## src/rtl/multicycle_controller_pkg.sv

```systemverilog
// Shared encodings for the multi-cycle sequencer: FSM states, opcodes,
// opcode classes and trap causes.
package mc_pkg;

    typedef enum logic [2:0] {
        S_FETCH     = 3'd0,
        S_DECODE    = 3'd1,
        S_EXECUTE   = 3'd2,
        S_MEM       = 3'd3,
        S_WRITEBACK = 3'd4,
        S_HALT      = 3'd7
    } state_t;

    localparam logic [6:0] OPC_R      = 7'b0110011;
    localparam logic [6:0] OPC_I      = 7'b0010011;
    localparam logic [6:0] OPC_LOAD   = 7'b0000011;
    localparam logic [6:0] OPC_STORE  = 7'b0100011;
    localparam logic [6:0] OPC_BRANCH = 7'b1100011;

    // CL_NONE is the reset value of the latched class; it never reaches EXECUTE
    typedef enum logic [2:0] {
        CL_NONE   = 3'd0,
        CL_R      = 3'd1,
        CL_I      = 3'd2,
        CL_LOAD   = 3'd3,
        CL_STORE  = 3'd4,
        CL_BRANCH = 3'd5
    } op_class_t;

    localparam logic [2:0] ERR_NONE    = 3'd0;
    localparam logic [2:0] ERR_FETCH   = 3'd1;
    localparam logic [2:0] ERR_OPCODE  = 3'd2;
    localparam logic [2:0] ERR_FUNCT   = 3'd3;
    localparam logic [2:0] ERR_REGADDR = 3'd4;
    localparam logic [2:0] ERR_MEMADDR = 3'd5;
    localparam logic [2:0] ERR_TIMEOUT = 3'd6;

    function automatic logic uses_imm(input op_class_t c);
        return (c == CL_I) || (c == CL_LOAD) || (c == CL_STORE);
    endfunction

endpackage

```

## src/rtl/multicycle_controller_if.sv

```systemverilog
// Datapath-facing signal bundle of the sequencer: stage flags and memory
// handshake in, per-step enables and status out.
interface multicycle_controller_if #(
    parameter int CNT_W = 32
);
    logic [31:0]      instruction;
    logic             invAddr;
    logic             invOp;
    logic             invFunc;
    logic             invRegAddr;
    logic             invMemAddr;
    logic             mem_ready;
    logic             ir_write;
    logic             pc_write;
    logic             reg_write;
    logic             mem_read;
    logic             mem_write;
    logic             mem_to_reg;
    logic             alu_src;
    logic             branch;
    logic [2:0]       state;
    logic             halted;
    logic [2:0]       err_code;
    logic [CNT_W-1:0] retired;

    modport slave (
        input  instruction, invAddr, invOp, invFunc, invRegAddr, invMemAddr, mem_ready,
        output ir_write, pc_write, reg_write, mem_read, mem_write, mem_to_reg,
               alu_src, branch, state, halted, err_code, retired
    );

    modport master (
        output instruction, invAddr, invOp, invFunc, invRegAddr, invMemAddr, mem_ready,
        input  ir_write, pc_write, reg_write, mem_read, mem_write, mem_to_reg,
               alu_src, branch, state, halted, err_code, retired
    );
endinterface

```

## src/rtl/multicycle_controller_opcode_classifier.sv

```systemverilog
// Maps a 7-bit RISC-V opcode to its instruction class; valid=0 for anything
// the sequencer does not implement.
module opcode_classifier
    import mc_pkg::*;
(
    input  logic [6:0] opcode,
    output op_class_t  op_class,
    output logic       valid
);
    always_comb begin
        op_class = CL_NONE;
        valid    = 1'b1;
        case (opcode)
            OPC_R:      op_class = CL_R;
            OPC_I:      op_class = CL_I;
            OPC_LOAD:   op_class = CL_LOAD;
            OPC_STORE:  op_class = CL_STORE;
            OPC_BRANCH: op_class = CL_BRANCH;
            default:    valid    = 1'b0;
        endcase
    end
endmodule

```

## src/rtl/multicycle_controller.sv

```systemverilog
// Multi-cycle FETCH/DECODE/EXECUTE/MEM/WRITEBACK sequencer with sticky trap
// state and a retired-instruction counter.
module multicycle_controller
    import mc_pkg::*;
#(
    parameter int CNT_W       = 32,
    parameter int MEM_TIMEOUT = 15
) (
    input  logic                    clock,
    input  logic                    reset,
    multicycle_controller_if.slave  bus
);
    localparam int WAIT_W = $clog2(MEM_TIMEOUT + 1);

    state_t            state_q, state_d;
    op_class_t         op_q, op_d;
    logic [2:0]        err_q, err_d;
    logic [WAIT_W-1:0] wait_q, wait_d;
    logic [CNT_W-1:0]  retired_q;
    logic              pc_write;
    op_class_t         dec_class;
    logic              dec_valid;
    logic              unused_bits;

    assign unused_bits = ^bus.instruction[31:7];

    opcode_classifier u_cls (
        .opcode   (bus.instruction[6:0]),
        .op_class (dec_class),
        .valid    (dec_valid)
    );

    always_ff @(posedge clock or posedge reset) begin
        if (reset) begin
            state_q   <= S_FETCH;
            op_q      <= CL_NONE;
            err_q     <= ERR_NONE;
            wait_q    <= '0;
            retired_q <= '0;
        end else begin
            state_q <= state_d;
            op_q    <= op_d;
            err_q   <= err_d;
            wait_q  <= wait_d;
            if (pc_write)
                retired_q <= retired_q + CNT_W'(1);
        end
    end

    always_comb begin
        state_d        = state_q;
        op_d           = op_q;
        err_d          = err_q;
        wait_d         = wait_q;
        pc_write       = 1'b0;
        bus.ir_write   = 1'b0;
        bus.reg_write  = 1'b0;
        bus.mem_read   = 1'b0;
        bus.mem_write  = 1'b0;
        bus.mem_to_reg = 1'b0;
        bus.alu_src    = 1'b0;
        bus.branch     = 1'b0;
        case (state_q)
            S_FETCH: begin
                bus.ir_write = 1'b1;
                if (bus.invAddr) begin
                    state_d = S_HALT;
                    err_d   = ERR_FETCH;
                end else begin
                    state_d = S_DECODE;
                end
            end
            S_DECODE: begin
                op_d    = dec_class;
                state_d = S_HALT;
                if (bus.invOp)           err_d = ERR_OPCODE;
                else if (bus.invFunc)    err_d = ERR_FUNCT;
                else if (bus.invRegAddr) err_d = ERR_REGADDR;
                else if (!dec_valid)     err_d = ERR_OPCODE;
                else                     state_d = S_EXECUTE;
            end
            S_EXECUTE: begin
                bus.alu_src = uses_imm(op_q);
                case (op_q)
                    CL_R, CL_I: state_d = S_WRITEBACK;
                    CL_LOAD, CL_STORE: begin
                        state_d = S_MEM;
                        wait_d  = '0;
                    end
                    CL_BRANCH: begin
                        bus.branch = 1'b1;
                        pc_write   = 1'b1;
                        state_d    = S_FETCH;
                    end
                    default: begin
                        state_d = S_HALT;
                        err_d   = ERR_OPCODE;
                    end
                endcase
            end
            S_MEM: begin
                bus.alu_src   = uses_imm(op_q);
                bus.mem_read  = (op_q == CL_LOAD);
                bus.mem_write = (op_q == CL_STORE);
                // an address fault wins over a completing access
                if (bus.invMemAddr) begin
                    state_d = S_HALT;
                    err_d   = ERR_MEMADDR;
                end else if (bus.mem_ready) begin
                    if (op_q == CL_STORE) begin
                        pc_write = 1'b1;
                        state_d  = S_FETCH;
                    end else begin
                        state_d = S_WRITEBACK;
                    end
                end else if (wait_q == WAIT_W'(MEM_TIMEOUT - 1)) begin
                    state_d = S_HALT;
                    err_d   = ERR_TIMEOUT;
                end else begin
                    wait_d = wait_q + WAIT_W'(1);
                end
            end
            S_WRITEBACK: begin
                bus.reg_write  = 1'b1;
                bus.mem_to_reg = (op_q == CL_LOAD);
                bus.alu_src    = uses_imm(op_q);
                pc_write       = 1'b1;
                state_d        = S_FETCH;
            end
            S_HALT: ;
            default: state_d = S_FETCH;
        endcase
    end

    assign bus.pc_write = pc_write;
    assign bus.state    = state_q;
    assign bus.halted   = (state_q == S_HALT);
    assign bus.err_code = err_q;
    assign bus.retired  = retired_q;

endmodule

```

## src/flat_wrapper.sv

```systemverilog
// flat-port wrapper written by rule: the top's interface ports become plain ports
module multicycle_controller_flat import mc_pkg::*;
#(
    parameter int CNT_W       = 32,
    parameter int MEM_TIMEOUT = 15
)
  (clock, reset, bus_instruction, bus_invAddr, bus_invOp, bus_invFunc, bus_invRegAddr, bus_invMemAddr, bus_mem_ready, bus_ir_write, bus_pc_write, bus_reg_write, bus_mem_read, bus_mem_write, bus_mem_to_reg, bus_alu_src, bus_branch, bus_state, bus_halted, bus_err_code, bus_retired);
  multicycle_controller_if #(.CNT_W(CNT_W)) bus_i ();
  input  logic clock;
  input  logic reset;
  input wire logic [$bits(bus_i.instruction)-1:0] bus_instruction;
  input wire logic [$bits(bus_i.invAddr)-1:0] bus_invAddr;
  input wire logic [$bits(bus_i.invOp)-1:0] bus_invOp;
  input wire logic [$bits(bus_i.invFunc)-1:0] bus_invFunc;
  input wire logic [$bits(bus_i.invRegAddr)-1:0] bus_invRegAddr;
  input wire logic [$bits(bus_i.invMemAddr)-1:0] bus_invMemAddr;
  input wire logic [$bits(bus_i.mem_ready)-1:0] bus_mem_ready;
  output wire logic [$bits(bus_i.ir_write)-1:0] bus_ir_write;
  output wire logic [$bits(bus_i.pc_write)-1:0] bus_pc_write;
  output wire logic [$bits(bus_i.reg_write)-1:0] bus_reg_write;
  output wire logic [$bits(bus_i.mem_read)-1:0] bus_mem_read;
  output wire logic [$bits(bus_i.mem_write)-1:0] bus_mem_write;
  output wire logic [$bits(bus_i.mem_to_reg)-1:0] bus_mem_to_reg;
  output wire logic [$bits(bus_i.alu_src)-1:0] bus_alu_src;
  output wire logic [$bits(bus_i.branch)-1:0] bus_branch;
  output wire logic [$bits(bus_i.state)-1:0] bus_state;
  output wire logic [$bits(bus_i.halted)-1:0] bus_halted;
  output wire logic [$bits(bus_i.err_code)-1:0] bus_err_code;
  output wire logic [$bits(bus_i.retired)-1:0] bus_retired;
  assign bus_i.instruction = bus_instruction;
  assign bus_i.invAddr = bus_invAddr;
  assign bus_i.invOp = bus_invOp;
  assign bus_i.invFunc = bus_invFunc;
  assign bus_i.invRegAddr = bus_invRegAddr;
  assign bus_i.invMemAddr = bus_invMemAddr;
  assign bus_i.mem_ready = bus_mem_ready;
  assign bus_ir_write = bus_i.ir_write;
  assign bus_pc_write = bus_i.pc_write;
  assign bus_reg_write = bus_i.reg_write;
  assign bus_mem_read = bus_i.mem_read;
  assign bus_mem_write = bus_i.mem_write;
  assign bus_mem_to_reg = bus_i.mem_to_reg;
  assign bus_alu_src = bus_i.alu_src;
  assign bus_branch = bus_i.branch;
  assign bus_state = bus_i.state;
  assign bus_halted = bus_i.halted;
  assign bus_err_code = bus_i.err_code;
  assign bus_retired = bus_i.retired;
  multicycle_controller #(.CNT_W(CNT_W), .MEM_TIMEOUT(MEM_TIMEOUT)) u_core (.clock(clock), .reset(reset), .bus(bus_i));
endmodule
```

## config.mk

```make
export PLATFORM = sky130hd
export DESIGN_NAME = multicycle_controller_flat
export DESIGN_NICKNAME = d
export VERILOG_FILES = /design/src/rtl/multicycle_controller_pkg.sv /design/src/rtl/multicycle_controller_if.sv /design/src/rtl/multicycle_controller_opcode_classifier.sv /design/src/rtl/multicycle_controller.sv /design/src/flat_wrapper.sv
export SDC_FILE = /design/constraint.sdc
export NUM_CORES = 1
export LEC_CHECK = 0
export BUFFER_PORTS_ARGS = -buffer_cell sky130_fd_sc_hd__buf_4
export CORE_MARGIN = 8
export CORE_UTILIZATION = 47
export CTS_BUF_LIST = sky130_fd_sc_hd__clkbuf_8
export DETAILED_ROUTE_END_ITERATION = 12
export PLACE_DENSITY = 0.84
export SYNTH_ARGS = -nofsm -noshare
export SYNTH_HDL_FRONTEND = slang
export SYNTH_SLANG_ARGS = --single-unit
```

## constraint.sdc

```tcl
create_clock -name clock -period 1.83 [get_ports clock]
set_input_delay 0.0915 -clock clock [delete_from_list [all_inputs] [get_ports clock]]
set_output_delay 0.0915 -clock clock [all_outputs]
set_load 0.005 [all_outputs]
```

# Word-level counts from Yosys, hierarchy flattened
# Index checks and enable logic that the tools add are counted.
# classes
eq_ne	26
div_mod_pow	0
mul	0
n_reduce_logical	13
n_addsub	2
n_lt_le_gt_ge	0
n_shift	0
mux	40
bitwise	1
# ops
operator	count
$mux W3	18
$add A32 B1 Y32 const B	1
$pmux W3 S5	2
$mux W4	4
$eq A7 B6 Y1 const B	2
$eq A3 B2 Y1 const B	4
$eq A3 B3 Y1 const B	4
$mux W1	12
$pmux W3 S4	1
$ne A2 B2 Y1 const B	5
$reduce_or A5 Y1	2
$pmux W3 S3	1
$pmux W4 S2	1
$eq A7 B2 Y1 const B	1
$eq A7 B5 Y1 const B	1
$eq A7 B7 Y1 const B	1
$eq A3 B1 Y1 const B	2
$reduce_and A6 Y1	1
$ne A5 B5 Y1 const B	1
$reduce_and A5 Y1	1
$add A4 B1 Y4 const B	1
$eq A4 B4 Y1 const B	1
$ne A4 B3 Y1 const B	1
$reduce_bool A4 Y1	1
11 further kinds	13
# totals
n_memories	0
ram_bits	0
wordCells	87
regBits	45
romBits	0
inputBits	40
latchBits	0
out_inout_bits	47

# Depth between registers and ports, before layout
# Gate-level depths: netlist (run 1).
# logic_depth
depth_word	8
mapped_depth	8
depth_no_buf	7

# By module
# Synthesis (run 1) repeated with hierarchy kept, for this count alone.
# unflattened
cells_unflattened	248
area_unflattened_um2	2407.3
# by_module_without_submodules
module	seq_area_each_um2	area_each_um2	n_inst	cells_each
multicycle_controller	1126.1	2351.0	1	238
opcode_classifier	0.0	56.3	1	10

# Least setup slack after synthesis (run 1)
# OpenSTA, ideal clock, no wires.
# synth_timing
kind	reg-to-reg
startpoint	register u_core.state_q[2] (netlist: u_core.bus.state[2])
endpoint	register u_core.retired_q[20] (netlist: u_core.bus.retired[20])
path_stages_with_launch	8
setup_slack_ps	-99
synth_period_minus_slack_ps	1929
t_arrival_ps	1850
required_ps	1751
setup_ps	79
path_cell_list	dfrtp_1 > nand4b_1 > or4_1 > o21a_1 > buf_6 > buf_6 > nor3_2 > xor2_1
# synth_via
elab_chain_cells	2
word_cells_on_any_way	4
classes_between	3 x eq/ne; 1 x mux
# synth_lines
item	line_no	source
start, declared	multicycle_controller.sv:15	state_t state_q, state_d;
start signal, assigned	multicycle_controller.sv:41	state_q <= state_d;
$eq A3 B3 Y1 / $eq A3 B2 Y1 (equally long branches)	multicycle_controller.sv:63	case (state_q)
$pmux W1 S3 (*)	multicycle_controller.sv:63	
end signal, assigned	multicycle_controller.sv:46	retired_q <= retired_q + CNT_W'(1);
end, declared	multicycle_controller.sv:19	logic [CNT_W-1:0] retired_q;
# Every way passes the cells marked *; elsewhere a longest branch is shown, timed or not.
# A chain may end at the register's enable or synchronous reset.

# Final worst setup path (run 1)
# layout_timing
startpoint	register u_core.state_q[2] (netlist: u_core.bus.state[2])
endpoint	register u_core.retired_q[23] (netlist: u_core.bus.retired[23])
# The elaborated chain is that of the path after synthesis.

==> summary.txt, run 1 <==
Worst setup path
  • Crit end category: register
  • Critical Path Source Type: register
  • Worst stage delay on the critical path: 440 ps
  • Critical Path Start: u_core.bus.state[2]$_DFFE_PP0P_
  • Critical path cell sequence: nand4b_1 -> or4_4 -> o21a_4 -> clkbuf_16 -> nor4_4 -> xor2_1
  • CP max FO: 6
  • WS Path Type: reg2reg
  • Crit Reg-Reg Startpoint: u_core.bus.state[2]$_DFFE_PP0P_
  • Worst Path Required: 2060 ps
  • Critical path arrival: 2200 ps
  • Critical path's slowest cell: or4_4

Pwr
  • Pwr Total: 3470 µW
  • Clock power share: 0.184
  • Leakage power: between 0.0015 and 0.002 µW
  • Switching Share: 0.370
  • Pwr dens: 905 nW/µm²
  • Flop pwr share: 0.379
  • Sw power: 1280 µW
  • Worst IR drop on VDD: roughly 0.63 mV
  • P_int: 2180 µW
  • Logic gate share of total power: 0.436

Yosys
  • Yosys reg bits: 45
  • Most common library cells after synthesis: dfrtp_1 (45), xor2_1 (25), nor2_1 (24), nand2_1 (19), nor3_2 (16)
  • Async set-reset flop share out of synthesis: 1.00
  • Yosys top cell by area: dfrtp_1
  • Synth Net Count: roughly 300
  • Post-Syn Instances: between 200 and 300
  • Sequential share of the synthesized area: 0.432
  • Area contributors post-synth: dfrtp_1 (43%), xor2_1 (8.4%), nor3_2 (6.1%)
  • Area share of the largest cell type after synthesis: 0.432
  • Most frequent cell after synthesis: dfrtp_1
  • Syn Area/Cell: 10.1 µm²
  • Synth Cell Area: 2610 µm²
  • Predominant post-synthesis flop cell: dfrtp_1
  • Number of flops mapped to enable cells by yosys: 0
  • Syn. warnings: 0
  • Synth unique cells: 52

Global routing
  • Total GRT Usage: 0.161
  • Antenna violations before repair: 0
  • Pin count of the biggest net entering global routing: 46
  • Grt total ovfl: 0
  • First-pass GRT wire length: 11200 µm
  • Vias in the first global route: 2439

Placement
  • Placed cell area: 3350 µm²
  • DP HPWL: 4790 µm
  • GPL Wtd Cong: 0.877
  • Placed instance count: roughly 410
  • Count of input and output buffers: 61

Final layout
  • Nets: 406
  • Share of layout cells above drive strength 1: 0.429
  • Flip-flop and latch area: approximately 1100 µm²
  • Final Cell Area: ~3800 µm²
  • P&R area growth vs syn: 47.0%
  • Post-Layout Cell Count: 436
  • ANT cells: 0
  • Fill count: 375
  • Multi-input logic area: 1560 µm²

Outcome
  • Outcome: complete, but fails checks
  • Failing checks: negative setup slack

Min path
  • HP Class: in2reg
  • Hold_sp: bus_invAddr

Die
  • Core ar.: 5440 µm²
  • I/O pins: 87
  • Die width: between 90 and 100 µm
  • Initial Util: 0.479
  • Die H: approximately 90 µm
  • Die ar.: between 8000 and 9000 µm²
  • Rows: 27

Drt
  • Detailed Routing Iterations Pass 1: 4
  • Final ANT Viol Nets: 0
  • Vias per inst: 5.34
  • # DRC: 0
  • DR vias: 2328
  • Final WL: 6930 µm
  • Wire length per cell: 15.9 µm
  • DR iter-0 viols: 103

Clocking
  • Root Driver: clkbuf_8
  • TritonCTS Buffers: 5
  • Worst skew pair latency: 310 ps
  • CTS tree: built
  • Clk slew on worst S/H paths: 90 ps
  • Clock buffer depth: 2
  • Sink Count: 45
  • H-tree levels: 2

STA
  • Final Critical Period: 1970 ps
  • Clock Skews: 7.96 ps
  • F_max: 0.507 GHz
  • Worst Tran Pin Value: slightly below 600 ps
  • Setup TNS Final: -2610 ps
  • Final hold viol count: 0
  • Worst Setup Slack, final: -141 ps
  • Max-Slew Margin vs Limit: 0.610
  • Post-route clock period utilization: 1.08
  • Final setup fails: 30
  • Count of pins over their slew limit: 0
  • RSZ-0062 raised after global routing: yes

Flow run
  • Max Cap Viol: 0
## final timing paths
check	slack (ps)	to	cells after the start
max in group asynchronous	950	u_core.bus.retired[9]$_DFFE_PP0P_	4
worst min-delay path	40	u_core.bus.state[1]$_DFFE_PP0P_	3
worst max register to register	-140	u_core.bus.retired[23]$_DFFE_PP0P_	6
worst max-delay path	-140	u_core.bus.retired[23]$_DFFE_PP0P_	6
min in group asynchronous	490	u_core.wait_q[1]$_DFFE_PP0P_	4
worst min register to register	490	u_core.bus.retired[31]$_DFFE_PP0P_	1
## cell families (layout without fill, tap and decap cells)
logic type / Yosys count / after routing / share of synthesized area
xor+xnor: 34 / 34 / 0.114
flops: 45 / 45 / 0.432
compound gates: 35 / 35 / 0.0951
buf+inv: 26 / 131 / 0.0490
mux: 5 / 5 / 0.0216
fa+ha+maj: 3 / 3 / 0.0144
simple gates: 111 / 111 / 0.274
## critical path, delay by kind of cell (launching register included)
family | cells | cell delay (ps)
buffers and inverters | 1 | 170
XOR/XNOR | 1 | 180
AO/OA/AOI/OAI | 1 | 250
flip-flops | 1 | 380
AND/OR/NAND/NOR | 3 | 920
## final cells by class
| type | instances | share of cell area |
|---|---|---|
| clock buffer | 5 | 0.0180 |
| inverter | 16 | 0.0157 |
| multi-input combinational | 188 | 0.407 |
| clock inverter | 3 | 0.00555 |
| timing repair buffer | 107 | 0.237 |
| tap | 72 | 0.0235 |
| sequential | 45 | 0.294 |
## flip-flops by register name, indices dropped and copies added (netlist names)
name / cells
u_core.wait_q: 4
u_core.bus.state: 3
u_core.bus.err_code: 3
u_core.op_q: 3
u_core.bus.retired: 32
## power by group through the flow
stage               logic, µW  clock network (µW)  registers [µW]
floorplan                 815                   0            1330
global placement         1340                   0            1320
detailed placement       1380                   0            1330
CTS                      1420                 652            1310
global route             1660                 702            1340
finish                   1510                 640            1320
## repair_timing
item / 4_1_cts / 5_1_grt
endpoints found under the setup margin: 27 / 37
pin swaps: 7 / 19
setup buffers: 5 / 5
hold buffers: 3 / 0
cloned: 1 / 2
gates resized for setup: 14 / 21
endpoints found under the hold margin: 46 / 0
## routing by layer
| metal | part of all wire | vias up | global-route usage |
|---|---|---|---|
| li1 | - | 1110 | - |
| met2 | 0.53 | 67 | 0.274 |
| met5 | 0 | - | 0 |
| met4 | 0.0077 | 0 | 0.0499 |
| met1 | 0.41 | 1145 | 0.189 |
| met3 | 0.055 | 6 | 0.0482 |
## cell usage in the layout, fill, tap and decap left out, drive strengths merged, types with 3 or more instances in the layout
cell         netlist  routed
nand2b            10      10
nand4              5       5
o21ai              4       4
ha                 3       3
a21oi              8       8
inv               16      16
dfrtp             45      45
nor3              22      22
o21a               3       3
nand3              8       8
xor2              25      25
nor2              24      24
clkbuf             5       7
nor4               8       8
nand2             19      19
xnor2              9       9
dlygate4sd3        0       3
mux2               5       5
buf                5     102
## through the flow
step	utilization	setup slack (ps)	hold slack [ps]
global route	0.705	-205	61.1
finish	0.705	-141	44.2
global placement	0.616	-96.9	269
detailed placement	0.616	-160	277
CTS	0.664	-136	39.1
floorplan	-	-96.7	188
Note: power is estimated with default switching activity, not from simulation.
==> run 2: changes to the inputs <==
--- a/config.mk
+++ b/config.mk
@@ -5,12 +5,13 @@
 export SDC_FILE = /design/constraint.sdc
 export NUM_CORES = 1
 export LEC_CHECK = 0
+export ABC_AREA = 1
 export BUFFER_PORTS_ARGS = -buffer_cell sky130_fd_sc_hd__buf_4
 export CORE_MARGIN = 8
-export CORE_UTILIZATION = 47
+export CORE_UTILIZATION = 49
 export CTS_BUF_LIST = sky130_fd_sc_hd__clkbuf_8
 export DETAILED_ROUTE_END_ITERATION = 12
-export PLACE_DENSITY = 0.84
+export PLACE_DENSITY = 0.85
 export SYNTH_ARGS = -nofsm -noshare
 export SYNTH_HDL_FRONTEND = slang
 export SYNTH_SLANG_ARGS = --single-unit
==> run 2 against run 1 <==
The flow now finishes without violations. Global-route usage up 1.9 points. Sequential cell count unchanged. Final cell count up 39%. Wire length up 8.2%. Die area up 6.7%. Synthesized cell count up 76%. Sequential share of layout area up 1.5 points. Critical path type is now reg2out. Critical endpoint is now bus_pc_write. Largest cell class unchanged. Highest routed layer unchanged.
==> summary.txt, run 2 <==
Placement
  • Placed instance count: 594 (+43%)
  • Count of input and output buffers: 61 (unchanged)
  • DP HPWL: 5940 µm (+24%)
  • Placed cell area: 3510 µm² (+4.7%)
  • GPL Wtd Cong: 0.926 (+5.6%)

Pwr
  • Clock power share: 0.377 (+0.193)
  • Sw power: 408 µW (-68%)
  • Pwr dens: 464 nW/µm² (-49%)
  • P_int: 1290 µW (-41%)
  • Worst IR drop on VDD: 0.322 mV (-49%)
  • Flop pwr share: 0.585 (+0.206)
  • Logic gate share of total power: 0.038 (-0.398)
  • Switching Share: 0.241 (-0.130)
  • Leakage power: 0.00175 µW (-0.62%)

Drt
  • DR iter-0 viols: 222 (+120%)
  • Wire length per cell: 12.3 µm (-22%)
  • DR vias: 3064 (+32%)
  • Vias per inst: 5.05 (-5.5%)
  • Detailed Routing Iterations Pass 1: 5 (+1)
  • Final ANT Viol Nets: 0 (unchanged)
  • # DRC: 0 (unchanged)
  • Final WL: 7490 µm (+8.2%)

Worst setup path
  • FF-to-FF End: u_core.bus.retired[22]$_DFFE_PP0P_
  • Critical Path Source Type: register
  • Cells on worst reg2reg path: 8 (+2)
  • Crit end category: output port
  • CP max FO: 14 (+8)
  • Worst Path Required: 1740 ps (-320 ps)
  • Critical path arrival: 1630 ps (-570 ps)
  • Crit Reg-Reg Startpoint: u_core.bus.retired[1]$_DFFE_PP0P_
  • Worst reg-to-reg setup slack: 220 ps (+360 ps)
  • WS Path Type: reg2out

Yosys
  • Yosys top cell by area: dfrtp_1
  • Most common library cells after synthesis: nand2_1 (198), nor2_1 (71), dfrtp_1 (45), inv_1 (44), nand3_1 (33)
  • Most frequent cell after synthesis: nand2_1
  • Number of flops mapped to enable cells by yosys: 0 (unchanged)
  • Post-Syn Instances: 456 (+76%)
  • Sequential share of the synthesized area: 0.383 (-0.0488)
  • Yosys reg bits: 45 (unchanged)
  • Synth unique cells: 25 (-52%)
  • Synth Cell Area: 2940 µm² (+13%)
  • Async set-reset flop share out of synthesis: 1.00 (unchanged)
  • Synth Net Count: 499 (+65%)
  • Area share of the largest cell type after synthesis: 0.383 (-0.0488)
  • Syn. warnings: 0 (unchanged)
  • Area contributors post-synth: dfrtp_1 (38%), nand2_1 (25%), nor2_1 (9.1%)
  • Predominant post-synthesis flop cell: dfrtp_1
  • Syn Area/Cell: 6.44 µm² (-36%)

STA
  • Post-route clock period utilization: 0.940 (-0.137)
  • Worst Tran Pin Value: 575 ps (-10.4 ps)
  • Final hold viol count: 0 (unchanged)
  • Clock Skews: 7.90 ps (-0.0665 ps)
  • Count of pins over their slew limit: 0 (unchanged)
  • F_max: 0.581 GHz (+15%)
  • Final setup fails: 0 (-100%)
  • Final Critical Period: 1720 ps (-251 ps)
  • Setup TNS Final: 0 ps (+2610 ps)
  • Max-Slew Margin vs Limit: 0.617 (+0.00691)

Final layout
  • Largest register FFs: 32 (unchanged)
  • P&R area growth vs syn: 24.5%
  • Commonest cells after routing, fill and taps aside: nand2_1 (198), buf_4 (71), nor2_1 (69)
  • Nets: 574 (+41%)
  • Post-Layout Cell Count: 607 (+39%)
  • Final Core Density: 0.625 (-0.0795)
  • ANT cells: 0 (unchanged)
  • Final Cell Area: 3660 µm² (-4.6%)
  • Share of layout cells above drive strength 1: 0.175 (-0.254)
  • Most common cell after layout, fill and taps aside: nand2_1

Global routing
  • Pin count of the biggest net entering global routing: 46 (unchanged)
  • Antenna violations before repair: 0 (unchanged)
  • Vias in the first global route: 3046 (+25%)
  • First-pass GRT wire length: 13000 µm (+16%)
  • Grt total ovfl: 0 (unchanged)
  • Total GRT Usage: 0.180 (+0.0190)

Die
  • I/O pins: 87 (unchanged)
  • Rows: 28 (+3.7%)
  • Core ar.: 5850 µm² (+7.6%)
  • Die width: 93.4 µm (+3.3%)
  • Die ar.: 8730 µm² (+6.7%)
  • Die H: 93.4 µm (+3.3%)
  • Initial Util: 0.502 (+0.0230)

Clocking
  • Worst skew pair latency: 310 ps (about the same)
  • H-tree levels: 2 (unchanged)
  • Sink Count: 45 (unchanged)
  • CTS tree: built
  • Root Driver: clkbuf_8
  • Clk slew on worst S/H paths: 90 ps (about the same)
  • TritonCTS Buffers: 5 (unchanged)
  • Clock buffer depth: 2 (unchanged)

Min path
  • HP Class: in2reg
  • Worst Hold Path Cells: 3 (unchanged)
  • Worst hold path endpoint: u_core.bus.state[1]$_DFFE_PP0P_
  • Hold_sp: bus_invAddr

Flow run
  • Max Cap Viol: 0 (unchanged)

Outcome
  • Outcome: completed
==> run 2: cell type report <==
type,count,area (µm²)
multi-input combinational,360,1620
clock buffer,5,68.8
clock inverter,3,22.5
timing repair buffer,73,554
inverter,46,173
sequential,45,1130
fill,541,2190
tap,75,93.8
==> run 2: cell families (layout without fill, tap and decap cells) <==
| family | count (synthesis) | count (layout) | share of synthesized area |
|---|---|---|---|
| flops | 45 | 45 | 0.383 |
| xor+xnor | 18 | 18 | 0.0537 |
| simple gates | 323 | 323 | 0.449 |
| fa+ha+maj | 3 | 3 | 0.0128 |
| compound gates | 16 | 16 | 0.0311 |
| buf+inv | 51 | 127 | 0.0698 |
==> run 2: what timing repair did <==
item	CTS	global route
resized for setup	3	3
pin swaps	0	1
endpoints found under the hold margin	45	0
buffers inserted	0	4
hold buffers	1	0
gates cloned	0	0
endpoints found under the setup margin	1	2
==> run 2: how the worst max path moves through the flow <==
stage                                           start                                 end  cells past startpoint
floorplan           u_core.bus.retired[0]$_DFFE_PP0P_  u_core.bus.retired[20]$_DFFE_PP0P_                      8
global placement      u_core.bus.state[1]$_DFFE_PP0P_  u_core.bus.retired[15]$_DFFE_PP0P_                      8
detailed placement    u_core.bus.state[2]$_DFFE_PP0P_   u_core.bus.retired[9]$_DFFE_PP0P_                      8
CTS                   u_core.bus.state[2]$_DFFE_PP0P_                        bus_pc_write                      7
global route          u_core.bus.state[1]$_DFFE_PP0P_                        bus_pc_write                      7
finish                u_core.bus.state[1]$_DFFE_PP0P_                        bus_pc_write                      7
==> run 2: power by group through the flow <==
stage | sequential (µW) | combinational (µW) | clock [µW]
finish | 993 | 64.7 | 640
floorplan | 1010 | 28.1 | 0
CTS | 993 | 66.2 | 651
global placement | 1010 | 61.7 | 0
detailed placement | 1010 | 64.4 | 0
global route | 994 | 74.0 | 691
==> run 2: critical path, cell delays in order, from the launching register on <==
cell and delay [ps]:
dfrtp_2 460, nor2_2 150, inv_1 90, nor2_4 110, nor2_1 70, nand2_2 140
buf_6 170, buf_4 120
==> run 2: metal layers <==
| layer | routed length, µm | track usage | share of wire |
|---|---|---|---|
| met1 | 3320 | 0.211 | 0.44 |
| met2 | 3490 | 0.308 | 0.47 |
| met3 | 557 | 0.0513 | 0.074 |
| met4 | 132 | 0.0591 | 0.018 |
| met5 | 0 | 0 | 0 |
==> run 2: metrics by stage <==
stage               total power [µW]  setup slack (ps)  hold slack [ps]
finish                          1700               110             61.3
global route                    1760             -4.83             90.6
CTS                             1710              5.28             56.9
detailed placement              1080               121              281
global placement                1070               184              265
floorplan                       1040               333              252
==> run 3: changes to the inputs <==
--- a/config.mk
+++ b/config.mk
@@ -10,8 +10,10 @@
 export CORE_MARGIN = 8
 export CORE_UTILIZATION = 49
 export CTS_BUF_LIST = sky130_fd_sc_hd__clkbuf_8
+export CTS_CLUSTER_DIAMETER = 100
 export DETAILED_ROUTE_END_ITERATION = 12
 export PLACE_DENSITY = 0.85
 export SYNTH_ARGS = -nofsm -noshare
 export SYNTH_HDL_FRONTEND = slang
+export SYNTH_HIERARCHICAL = 1
 export SYNTH_SLANG_ARGS = --single-unit
==> run 3 against run 2 <==
Global-route usage rose by 0.52 points. Critical endpoint unchanged. Sequential power about the same. Critical path depth stayed put. Final cell count grew 1.2%. Largest cell class unchanged. Total power is 2.3% higher. Clock skew grew 1.3 ps. Synthesized cell count rose by 1.5%. Maximum frequency fell by 2.5%. Highest routed layer unchanged. Combinational power up 6.8%. Non-clock buffer count fell by 2. Sequential share of layout area down 0.86 points.
==> summary.txt, run 3 <==
Pwr
  • Worst IR drop on VDD: 0.365 mV (+13%)
  • Pwr Total: 1740 µW (+2.3%)
  • Pwr dens: 462 nW/µm² (-0.57%)
  • Leakage power: 0.00188 µW (+7.5%)

Die
  • Initial Util: 0.493 (-0.00869)
  • Die ar.: 9030 µm² (+3.5%)
  • Die width: 95.0 µm (+1.7%)
  • I/O pins: 87 (unchanged)
  • Rows: 29 (+3.6%)
  • Core ar.: 6200 µm² (+6.1%)
  • Die H: 95.0 µm (+1.7%)

Yosys
  • Synth unique cells: 26 (+4.0%)
  • Yosys top cell by area: dfrtp_1
  • Predominant post-synthesis flop cell: dfrtp_1
  • Synth Net Count: 506 (+1.4%)
  • Async set-reset flop share out of synthesis: 1.00 (unchanged)
  • Post-Syn Instances: 463 (+1.5%)
  • Yosys reg bits: 45 (unchanged)
  • Syn. warnings: 6 (+6)
  • Area contributors post-synth: dfrtp_1 (37%), nand2_1 (23%), nor2_1 (8.1%)
  • Most frequent cell after synthesis: nand2_1
  • Number of flops mapped to enable cells by yosys: 0 (unchanged)
  • Syn Area/Cell: 6.61 µm² (+2.6%)
  • Most common library cells after synthesis: nand2_1 (185), nor2_1 (66), inv_1 (50), dfrtp_1 (45), nand3_1 (31)
  • Area share of the largest cell type after synthesis: 0.368 (-0.0155)
  • Synth Cell Area: 3060 µm² (+4.2%)
  • Sequential share of the synthesized area: 0.368 (-0.0155)

Drt
  • DR iter-0 viols: 161 (-27%)
  • Detailed Routing Iterations Pass 1: 5 (unchanged)
  • Final WL: 7920 µm (+5.7%)
  • Wire length per cell: 12.9 µm (+4.5%)
  • DR vias: 3067 (+0.098%)
  • Vias per inst: 5.00 (-1.0%)
  • Final ANT Viol Nets: 0 (unchanged)
  • # DRC: 0 (unchanged)

Worst setup path
  • Cell family with the largest share of critical-path delay: buffers and inverters
  • Crit Reg-Reg Startpoint: u_core/bus.retired[0]$_DFFE_PP0P_
  • Worst reg-to-reg setup slack: 140 ps (-80 ps)
  • Critical Path Source Type: register
  • Critical path cell sequence: inv_1 -> nand3_2 -> inv_1 -> nand3_2 -> nand2_8 -> buf_12 -> buf_4
  • Critical path arrival: 1670 ps (+40 ps)
  • Cells on worst reg2reg path: 8 (unchanged)
  • WS Path Type: reg2out
  • Critical path's slowest cell: dfrtp_1
  • Worst Path Required: 1740 ps (about the same)
  • FF-to-FF End: u_core/bus.retired[20]$_DFFE_PP0P_
  • Buffers plus inverters on the worst setup path: 4 (+1)
  • Worst stage delay on the critical path: 420 ps (-40 ps)
  • Crit end category: output port
  • CP max FO: 21 (+7)

STA
  • RSZ-0062 raised after global routing: yes
  • Final setup fails: 0 (unchanged)
  • Post-route clock period utilization: 0.964 (+0.0239)
  • F_max: 0.567 GHz (-2.5%)
  • Clock Skews: 9.20 ps (+1.30 ps)
  • Count of pins over their slew limit: 0 (unchanged)
  • Setup TNS Final: 0 ps (unchanged)
  • Max-Slew Margin vs Limit: 0.613 (-0.00428)
  • Final Critical Period: 1760 ps (+43.7 ps)
  • Final hold viol count: 0 (unchanged)
  • Worst Tran Pin Value: 580 ps (+5.58 ps)

Final layout
  • Fill count: 584 (+7.9%)
  • Commonest cells after routing, fill and taps aside: nand2_1 (185), buf_4 (69), nor2_1 (65)
  • P&R area growth vs syn: 22.9%
  • Most common cell after layout, fill and taps aside: nand2_1
  • Nets: 579 (+0.87%)
  • Share of layout cells above drive strength 1: 0.212 (+0.0375)
  • Post-Layout Cell Count: 614 (+1.2%)
  • ANT cells: 0 (unchanged)
  • Largest register FFs: 32 (unchanged)
  • Final Cell Area: 3760 µm² (+2.9%)

Placement
  • Placed cell area: 3610 µm² (+3.0%)
  • Placed instance count: 602 (+1.3%)
  • GPL Wtd Cong: 0.963 (+3.9%)
  • DP HPWL: 6330 µm (+6.5%)
  • Count of input and output buffers: 61 (unchanged)

Clocking
  • Clock buffer depth: 2 (unchanged)
  • H-tree levels: 2 (unchanged)
  • CTS tree: built
  • TritonCTS Buffers: 5 (unchanged)
  • Worst skew pair latency: 300 ps (about the same)
  • Clk slew on worst S/H paths: 90 ps (about the same)
  • Sink Count: 45 (unchanged)
  • Root Driver: clkbuf_8

Outcome
  • Outcome: completed

Global routing
  • Pin count of the biggest net entering global routing: 29 (-37%)
  • Total GRT Usage: 0.185 (+0.00524)
  • Antenna violations before repair: 0 (unchanged)
  • First-pass GRT wire length: 13300 µm (+2.7%)
  • Grt total ovfl: 0 (unchanged)
  • Vias in the first global route: 2964 (-2.7%)

Min path
  • Worst Hold Path Cells: 3 (unchanged)
  • Worst hold path endpoint: u_core/bus.state[1]$_DFFE_PP0P_
  • HP Class: in2reg
  • Hold_sp: bus_invAddr

Flow run
  • Max Cap Viol: 0 (unchanged)
run 3: cell type report:
class / instances / area (µm²) / area share
clock inverter: 1 / 5.00 / 0.00133
multi-input combinational: 359 / 1690 / 0.448
sequential: 45 / 1130 / 0.300
inverter: 54 / 203 / 0.0539
clock buffer: 7 / 96.3 / 0.0256
timing repair buffer: 71 / 548 / 0.146
tap: 77 / 96.3 / 0.0256
run 3: metrics by stage:
stage | util | hold slack, ps | setup WS (ps)
floorplan | - | 249 | 328
global placement | 0.583 | 199 | 156
detailed placement | 0.583 | 194 | 103
CTS | 0.602 | 51.3 | 41.1
global route | 0.606 | 76.5 | -65.4
finish | 0.606 | 59.7 | 66.0
run 3: routing by layer:
metal / share of wire / GRT usage
met2: 0.51 / 0.333
met1: 0.42 / 0.211
met4: 0.020 / 0.0819
met3: 0.052 / 0.0315
met5: 0 / 0
run 3: cells by family after synthesis:
kind of cell,Yosys count,share of synthesized area
DFF,45,0.368
buffers and inverters,59,0.0854
AOI/OAI and AO/OA,18,0.0298
and+or+nand+nor,322,0.456
xor gates and xnor gates,16,0.0482
adders and majority gates,3,0.0123
run 3: worst min-delay path: cells and delay by family:
family	cells	cell delay [ps]
buffers and inverters	1	90
and+or+nand+nor	2	140
run 3: power breakdown:
group / internal, µW / switching (µW) / leakage, µW
Sequential: 993 / 0 / 0.000587
Clock: 342 / 333 / 0.0000542
Combinational: 29.7 / 39.4 / 0.00124
run 3: how the worst max path moves through the flow:
| stage | from | end | cells past startpoint |
|---|---|---|---|
| 6_report | u_core/op_q[1]$_DFFE_PP0P_ | bus_pc_write | 7 |
| 5_1_grt | u_core/bus.state[0]$_DFFE_PP0P_ | bus_pc_write | 6 |
| 4_1_cts | u_core/op_q[1]$_DFFE_PP0P_ | bus_pc_write | 7 |
| 3_5_place_dp | u_core/bus.retired[0]$_DFFE_PP0P_ | u_core/bus.retired[20]$_DFFE_PP0P_ | 8 |
| 3_3_place_gp | u_core/bus.retired[0]$_DFFE_PP0P_ | u_core/bus.retired[20]$_DFFE_PP0P_ | 8 |
| 2_1_floorplan | u_core/bus.retired[0]$_DFFE_PP0P_ | u_core/bus.retired[20]$_DFFE_PP0P_ | 8 |
run 3: timing repair:
| action | 4_1_cts | 5_1_grt |
|---|---|---|
| endpoints found under the setup margin | 1 | 4 |
| pin swaps | 0 | 1 |
| hold endpoints to repair | 26 | 0 |
| gates resized for setup | 3 | 1 |
| setup buffers | 0 | 3 |
| hold buffers | 1 | 0 |
